--- src/rtl/boardman_tx_arbiter.sv ---
// Round-robin packet arbiter sharing one UART TX byte stream between the boardman
// response path (s0) and the async event/log path (s1), with a mid-packet stall watchdog.
module boardman_tx_arbiter #(
  parameter int STALL_TIMEOUT = 100000,
  parameter int CNT_BITS      = 17
) (
  input  logic       clk,
  input  logic       rst,
  input  logic [7:0] s0_axis_tdata,
  input  logic       s0_axis_tvalid,
  input  logic       s0_axis_tlast,
  output logic       s0_axis_tready,
  input  logic [7:0] s1_axis_tdata,
  input  logic       s1_axis_tvalid,
  input  logic       s1_axis_tlast,
  output logic       s1_axis_tready,
  output logic [7:0] m_axis_tdata,
  output logic       m_axis_tvalid,
  input  logic       m_axis_tready,
  output logic [1:0] grant,
  output logic       abort_pulse,
  output logic       abort_src
);

  typedef enum logic [1:0] {
    IDLE  = 2'b00,
    PASS0 = 2'b01,
    PASS1 = 2'b10
  } state_t;

  localparam logic                STALL_EN    = (STALL_TIMEOUT > 0);
  localparam logic [CNT_BITS-1:0] STALL_LIMIT = STALL_EN ? CNT_BITS'(STALL_TIMEOUT - 1)
                                                         : {CNT_BITS{1'b0}};
  localparam logic [CNT_BITS-1:0] CNT_MAX     = {CNT_BITS{1'b1}};
  localparam logic [CNT_BITS-1:0] CNT_ONE     = {{(CNT_BITS-1){1'b0}}, 1'b1};

  state_t              state;
  state_t              next_state;
  logic                last_served;
  logic                next_last_served;
  logic [CNT_BITS-1:0] stall_cnt;
  logic [CNT_BITS-1:0] next_stall_cnt;
  logic                next_abort_pulse;
  logic                next_abort_src;

  logic                sel_src;
  logic                sel_valid;
  logic                sel_last;

  // Owner view: which source the current PASS state is forwarding.
  always_comb begin
    sel_src   = (state == PASS1);
    sel_valid = sel_src ? s1_axis_tvalid : s0_axis_tvalid;
    sel_last  = sel_src ? s1_axis_tlast  : s0_axis_tlast;
  end

  // Zero-latency pass-through of the granted source; everything idles otherwise.
  always_comb begin
    m_axis_tvalid  = 1'b0;
    m_axis_tdata   = 8'h00;
    s0_axis_tready = 1'b0;
    s1_axis_tready = 1'b0;
    case (state)
      PASS0: begin
        m_axis_tvalid  = s0_axis_tvalid;
        m_axis_tdata   = s0_axis_tvalid ? s0_axis_tdata : 8'h00;
        s0_axis_tready = m_axis_tready;
      end
      PASS1: begin
        m_axis_tvalid  = s1_axis_tvalid;
        m_axis_tdata   = s1_axis_tvalid ? s1_axis_tdata : 8'h00;
        s1_axis_tready = m_axis_tready;
      end
      default: begin
        m_axis_tvalid  = 1'b0;
        m_axis_tdata   = 8'h00;
        s0_axis_tready = 1'b0;
        s1_axis_tready = 1'b0;
      end
    endcase
  end

  assign grant = {state == PASS1, state == PASS0};

  // Arbitration, packet-end detection and stall watchdog.
  always_comb begin
    next_state       = state;
    next_last_served = last_served;
    next_stall_cnt   = stall_cnt;
    next_abort_pulse = 1'b0;
    next_abort_src   = abort_src;
    case (state)
      IDLE: begin
        next_stall_cnt = {CNT_BITS{1'b0}};
        if (s0_axis_tvalid && s1_axis_tvalid) begin
          next_state = last_served ? PASS0 : PASS1;
        end else if (s0_axis_tvalid) begin
          next_state = PASS0;
        end else if (s1_axis_tvalid) begin
          next_state = PASS1;
        end else begin
          next_state = IDLE;
        end
      end
      PASS0, PASS1: begin
        if (sel_valid) begin
          // Backpressure holds valid high, so it never feeds the watchdog.
          next_stall_cnt = {CNT_BITS{1'b0}};
          if (m_axis_tready && sel_last) begin
            next_state       = IDLE;
            next_last_served = sel_src;
          end else begin
            next_state = state;
          end
        end else if (STALL_EN && (stall_cnt == STALL_LIMIT)) begin
          next_state       = IDLE;
          next_stall_cnt   = {CNT_BITS{1'b0}};
          next_abort_pulse = 1'b1;
          next_abort_src   = sel_src;
          next_last_served = sel_src;
        end else begin
          next_stall_cnt = (stall_cnt == CNT_MAX) ? stall_cnt : stall_cnt + CNT_ONE;
        end
      end
      default: begin
        next_state     = IDLE;
        next_stall_cnt = {CNT_BITS{1'b0}};
      end
    endcase
  end

  // State register; s0 wins the first tie after reset.
  always_ff @(posedge clk or posedge rst) begin
    if (rst) begin
      state       <= IDLE;
      last_served <= 1'b1;
      stall_cnt   <= {CNT_BITS{1'b0}};
      abort_pulse <= 1'b0;
      abort_src   <= 1'b0;
    end else begin
      state       <= next_state;
      last_served <= next_last_served;
      stall_cnt   <= next_stall_cnt;
      abort_pulse <= next_abort_pulse;
      abort_src   <= next_abort_src;
    end
  end

endmodule

--- config.mk ---
export PLATFORM = sky130hd
export DESIGN_NAME = boardman_tx_arbiter
export DESIGN_NICKNAME = d
export VERILOG_FILES = /design/src/rtl/boardman_tx_arbiter.sv
export SDC_FILE = /design/constraint.sdc
export NUM_CORES = 1
export LEC_CHECK = 0
export BUFFER_PORTS_ARGS = -buffer_cell sky130_fd_sc_hd__buf_2
export CAP_MARGIN = 20
export CORE_ASPECT_RATIO = 1.75
export CORE_MARGIN = 1
export CORE_UTILIZATION = 56
export DETAILED_ROUTE_END_ITERATION = 8
export PLACE_DENSITY_LB_ADDON = 0.2
export SETUP_SLACK_MARGIN = 0.02
export SYNTH_ARGS = -nofsm -noshare
export SYNTH_HDL_FRONTEND = slang
export SYNTH_SLANG_ARGS = --single-unit
export TNS_END_PERCENT = 50
--- constraint.sdc ---
create_clock -name clk -period 3.73 [get_ports clk]
set_clock_uncertainty 0.1 [all_clocks]
set_input_delay 0.5595 -clock clk [delete_from_list [all_inputs] [get_ports clk]]
set_output_delay 0.5595 -clock clk [all_outputs]
set_load 0.05 [all_outputs]
==> impl_metrics.toml, run 1 <==
[run_status]
run_status = "finished clean"

[sta]
relSlewSlack_pct = 46.3
tightest_slew_ns = 0.804
final_report_max_slew_violation_count = 0
period_needed_ns = 2.64
unrepaired_setup_endpoints_after_global_routing = "no"
final_hold_viol_count = 0
max_freq_ghz = 0.379
finalSetupViolations = 0
tns_ns = 0
min_period_over_period_pct = 70.7
postLayoutSetupSlackWorst_ns = 1.09

[drt]
dr.first_iter.drc_count = 21
wl_per_cell_microns = 14.1
post_detailed_routing_wire_length_mm = 3.04
drc = 0
vias_per_cell = 5.65
routed-via-count = 1215
drt_pass1_iterations = 4
postRouteAntennaNets = 0

[min_path]
holdCritPathClass = "in -> async"

[clock_network]
clock_latency_ns = 0.26
htree_num_levels = 1
cts.root.buffer_cell = "sky130_fd_sc_hd__clkbuf_8"
cts_post_setup_buffers_inserted = 0
sink_count = 22
post_cts_hold_buffer_count = 0
cts.reportedPaths.clkPinSlew_ns = 0.08
cts_inserted_buffers = 3
cts.repair.resized = 0
cts_max_path_buffers = 2
tritoncts = "done"

[logic_synthesis]
syn-instance-count = 154
ys_async_sr_fraction_pct = 100
cell_with_the_most_instances_after_synthesis = "sky130_fd_sc_hd__nor2_1"
netlist_top_cells_area = "sky130_fd_sc_hd__dfrtp_1, sky130_fd_sc_hd__nor2_1, sky130_fd_sc_hd__xnor2_1"
seq_area_frac_synth_pct = 39.1
synthTopCellsByCount = "sky130_fd_sc_hd__nor2_1, sky130_fd_sc_hd__dfrtp_1, sky130_fd_sc_hd__xnor2_1, sky130_fd_sc_hd__nand2_1"
synth_area_per_cell_sq_um = 9.16
synth-main-ff-cell = "sky130_fd_sc_hd__dfrtp_1"
netlist.top_cell.by_area = "sky130_fd_sc_hd__dfrtp_1"
synth.ff_latch_count = 22
syn_area_sq_um = 1410
synth_largest_type_area_fraction_pct = 37.2
synth_enable_flop_cells = 0
synthesis.nets = 182
count_of_warnings_emitted_by_yosys = 0
post_synth_num_cell_types = 36

[cells_and_area]
post_route_cells_drive_above_1_share_pct = 25.8
area_growth_pct = 18.0
final_util_pct = 71.4
antenna_cells = 0
finalNetCount = 219

[place]
place.port_buffers = 37
placement.setup.worst_slack_ns = 1.15
gp_routability_congestion = 0.903
hpwl_mm = 2.41

[critical_path]
critical_path_arrival_ns = 1.98
critical_path.max_fanout = 9
path_class = "reg -> out"
worst_setup_path_end_kind = "output port"
worst_setup_path_start_kind = "flip-flop"
required_ns = 3.07

[floorplan]
starting_density_of_the_core_pct = 60.5
i_o_pin_total = 38
die_area_sq_um = 2730
die_width_microns = 40.0
core_region_sq_um = 2330
rows = 23
die_height_microns = 68.4

[pwr]
ir_drop_mv = 0.347
switching_power_of_the_nets_mw = 0.330
p_per_area_nw_per_um2 = 498
power_switching_share_pct = 39.8
leakagePower_nw = 0.738
sequentialPowerShare_pct = 32.7
clock_power_share_pct = 26.3
power_frac_comb_pct = 41.0
power_report.internal_total_mw = 0.500

[run]
maxCapViolations = 0

[global_route]
grt_first_pass_wirelength_mm = 4.53
grt-ovfl-total = 0
gr-usage-all-layers_pct = 24.1
grt_antenna_before_repair = 0
grt_max_degree = 23
first_global_vias = 1145
[cell type report]
cell class                 instances  area [sq um]
timing repair buffer              37           185
multi-input combinational        119           796
clock buffer                       3          41.3
clock inverter                     1          30.0
sequential                        22           552
inverter                           8          30.0
tap                               25          31.3
fill                             188           666
[state kept, by name, summed over array words and instances, names as in the netlist]
name         count
stall_cnt       17
state            2
abort_pulse      1
abort_src        1
last_served      1
[critical path, stage by stage, from the launching register on]
cell,delay [ns]
sky130_fd_sc_hd__dfrtp_1,0.38
sky130_fd_sc_hd__inv_1,0.10
sky130_fd_sc_hd__ha_1,0.32
sky130_fd_sc_hd__and2_1,0.37
sky130_fd_sc_hd__a22oi_1,0.16
sky130_fd_sc_hd__nor2_1,0.11
sky130_fd_sc_hd__buf_2,0.27
[routing by layer]
metal,GRT usage [%],up-vias,part of all wire (%)
li1,-,609,-
met1,22.4,567,38
met2,47.8,33,56
met3,2.92,6,3.6
met4,9.05,0,1.6
met5,0,-,0
[stage by stage]
step                      power, mW  hold slack, ns  area, sq um  instances
after floorplan               0.555           0.378         1410        154
after CTS                     0.835           0.365         1670        215
after detailed placement      0.619           0.394         1590        211
after global placement        0.611           0.386         1590        211
after global routing          0.879           0.421         1670        215
final                         0.830           0.340         1670        215
[logic make-up after synthesis]
logic type / after synthesis / synth area share [%]
simple gates: 76 / 28.8
mux: 8 / 5.85
xor+xnor: 13 / 8.07
flops: 22 / 39.1
compound gates: 17 / 9.22
buf+inv: 13 / 4.52
fa+ha+maj: 5 / 4.43
[path summary, 6_finish.rpt]
| check | from | endpoint | slack, ns | cells after the start |
|---|---|---|---|---|
| setup / recovery | state[0] | m_axis_tdata[3] | 1.09 | 6 |
| hold / removal | rst | abort_pulse | 0.34 | 2 |
| setup reg to reg | stall_cnt[7] | stall_cnt[14] | 1.13 | 9 |
| hold reg to reg | abort_src | abort_src | 0.41 | 1 |
| max in group asynchronous | rst | stall_cnt[1] | 2.69 | 2 |
| min in group clk | abort_src | abort_src | 0.41 | 1 |
[power by group through the flow]
stage	clock (mW)	combinational (mW)	sequential [mW]
6_report	0.218	0.340	0.272
5_1_grt	0.230	0.375	0.274
4_1_cts	0.221	0.342	0.272
3_5_place_dp	0	0.343	0.277
3_3_place_gp	0	0.336	0.276
2_1_floorplan	0	0.282	0.273
[placed cells by master (no fill, tap or decap), types with 2 or more instances in the layout]
cell / instances
sky130_fd_sc_hd__nor2_1: 31
sky130_fd_sc_hd__xnor2_1: 12
sky130_fd_sc_hd__nand3b_1: 2
sky130_fd_sc_hd__buf_2: 37
sky130_fd_sc_hd__o21ai_0: 3
sky130_fd_sc_hd__ha_1: 5
sky130_fd_sc_hd__o211ai_1: 2
sky130_fd_sc_hd__inv_1: 7
sky130_fd_sc_hd__nand3_1: 8
sky130_fd_sc_hd__nor3_1: 4
sky130_fd_sc_hd__and4_1: 2
sky130_fd_sc_hd__a22oi_1: 8
sky130_fd_sc_hd__nor4_1: 5
sky130_fd_sc_hd__mux2_2: 2
sky130_fd_sc_hd__nand2_1: 9
sky130_fd_sc_hd__mux2i_1: 6
sky130_fd_sc_hd__and2_1: 5
sky130_fd_sc_hd__dfrtp_1: 21
sky130_fd_sc_hd__nand4_1: 2
sky130_fd_sc_hd__clkbuf_8: 3
(Power assumes the default switching activity.)
==> run 2: changes to the inputs <==
Settings changed: CORE_UTILIZATION 56 to 52.
Clock period 3.73 ns to 2.6 ns, I/O delays scaled along.
==> impl_metrics.toml, run 2 (synthesis results as in run 1) <==
[global_route]
grt-ovfl-total = 0
grt_max_degree = 23
gr-usage-all-layers_pct = 23.6
first_global_vias = 1152
grt_antenna_before_repair = 0
grt_first_pass_wirelength_mm = 4.86

[sta]
tightest_slew_ns = 0.813
final_hold_viol_count = 0
period_needed_ns = 2.39
finalSetupViolations = 0
postLayoutSetupSlackWorst_ns = 0.214
unrepaired_setup_endpoints_after_global_routing = "no"
max_freq_ghz = 0.419
tns_ns = 0
min_period_over_period_pct = 91.8
fin_worst_hold_slack_ns = 0.176
relSlewSlack_pct = 45.7
final_report_max_slew_violation_count = 0

[critical_path]
crit_start = "stall_cnt[0]"
critical_path_arrival_ns = 2.43
crit_path_cell_trace = "ha_1 -> nand2_1 -> nor3_1 -> ha_1 -> nand3b_1 -> nor4_1 -> mux2i_1 -> nor2_1"
worst_setup_path_end_kind = "flip-flop"
critical-path-top-cell-by-count = "sky130_fd_sc_hd__ha_1"
timing.critical_path.slowest_cell_delay_ns = 0.58
critical_path.max_fanout = 5
path_class = "reg -> reg"
required_ns = 2.64
worst_setup_path_start_kind = "flip-flop"
critical_path.reg2reg.startpoint = "stall_cnt[0]"
worst_path_slowest_cell = "sky130_fd_sc_hd__nor4_1"

[floorplan]
die_height_microns = 70.9
core_region_sq_um = 2520
rows = 24
starting_density_of_the_core_pct = 56.0
die_width_microns = 41.4
i_o_pin_total = 38
die_area_sq_um = 2930

[clock_network]
sink_count = 22
clock_latency_ns = 0.26
cts_max_path_buffers = 2
cts.root.buffer_cell = "sky130_fd_sc_hd__clkbuf_8"
tritoncts = "done"
cts_post_setup_buffers_inserted = 0
cts.reportedPaths.clkPinSlew_ns = 0.08
cts_inserted_buffers = 3
htree_num_levels = 1

[run_status]
run_status = "finished clean"

[cells_and_area]
post_route_cells_drive_above_1_share_pct = 29.9
reg.largest.list = "stall_cnt x17, state x2"
finalNetCount = 223
area_growth_pct = 21.0
largest_reg_flops = 17
antenna_cells = 0
most_flop_heavy_register = "stall_cnt"
fillerInstances = 216
mostFrequentLayoutCells = "sky130_fd_sc_hd__buf_2, sky130_fd_sc_hd__nor2_1, sky130_fd_sc_hd__dfrtp_1"
stdcell_count = 220
layout.cells.most_common = "sky130_fd_sc_hd__buf_2"

[drt]
met2WireLength_mm = 1.77
met3_wirelength_microns = 118
wl_per_cell_microns = 14.3
top_layer_used = "met4"
routed-via-count = 1258
drt_pass1_iterations = 5
route.layer.met1.wl_mm = 1.20
post_detailed_routing_wire_length_mm = 3.14
drc = 0
vias_per_cell = 5.72
postRouteAntennaNets = 0
dr.first_iter.drc_count = 24

[pwr]
p_per_area_nw_per_um2 = 704
ir_drop_mv = 0.448
total_power_mw = 1.20
leakagePower_nw = 0.756

[place]
dpl.cell_count = 216
placement.setup.worst_slack_ns = 0.242
gp_routability_congestion = 0.954
place.port_buffers = 37
hpwl_mm = 2.48

[min_path]
holdCritPathClass = "in -> async"

[run]
maxCapViolations = 0
[run 2: cell count changes in the layout (fill, tap and decap cells not counted)]
cell,change
sky130_fd_sc_hd__nor2_1,-4
sky130_fd_sc_hd__and2_1,-1
sky130_fd_sc_hd__nor2_2,+4
sky130_fd_sc_hd__and2_2,+1
sky130_fd_sc_hd__buf_4,+4
[run 2: repair_timing]
action                     CTS  global route
gates resized for setup      0             1
setup endpoints to repair    0             8
hold buffers                 0             0
hold endpoints to repair     0             0
[run 2: layout make-up]
cell class | instances | area (sq um) | area share, %
clock buffer | 3 | 41.3 | 2.42
clock inverter | 1 | 30.0 | 1.76
inverter | 8 | 30.0 | 1.76
multi-input combinational | 119 | 807 | 47.3
sequential | 22 | 552 | 32.3
tap | 26 | 32.5 | 1.90
timing repair buffer | 41 | 215 | 12.6
[run 2: stage by stage]
stage	util, %	instance area [sq um]
floorplan	-	1420
global placement	64.8	1640
detailed placement	64.8	1640
CTS	67.7	1710
global route	67.7	1710
finish	67.7	1710
[run 2: final timing paths]
check / end / slack, ns / depth (start not counted)
max reg2reg: stall_cnt[15] / 0.21 / 8
min reg2reg: abort_src / 0.41 / 1
max in group asynchronous: stall_cnt[15] / 1.72 / 2
min: state[1] / 0.18 / 2
min in group clk: state[1] / 0.32 / 3
max: stall_cnt[15] / 0.21 / 8
[run 2: worst max-delay path: cells and delay by family, from the launching register on]
| kind | cells | cell delay, ns |
|---|---|---|
| multiplexers | 1 | 0.26 |
| adder cells (fa/ha/maj) | 2 | 0.49 |
| AND/OR/NAND/NOR | 5 | 1.02 |
| flip-flops | 1 | 0.41 |
[run 2: report_power, final]
part / switching, mW / leakage (nW) / internal [mW] / total, mW
Sequential: 0.0168 / 0.301 / 0.372 / 0.389
Combinational: 0.357 / 0.419 / 0.143 / 0.500
Clock: 0.108 / 0.0357 / 0.205 / 0.314
[run 2: per-layer routing]
layer | up-vias | GRT usage [%]
li1 | 622 | -
met5 | - | 0
met2 | 41 | 42.9
met3 | 4 | 3.76
met4 | 0 | 9.32
met1 | 591 | 24.1
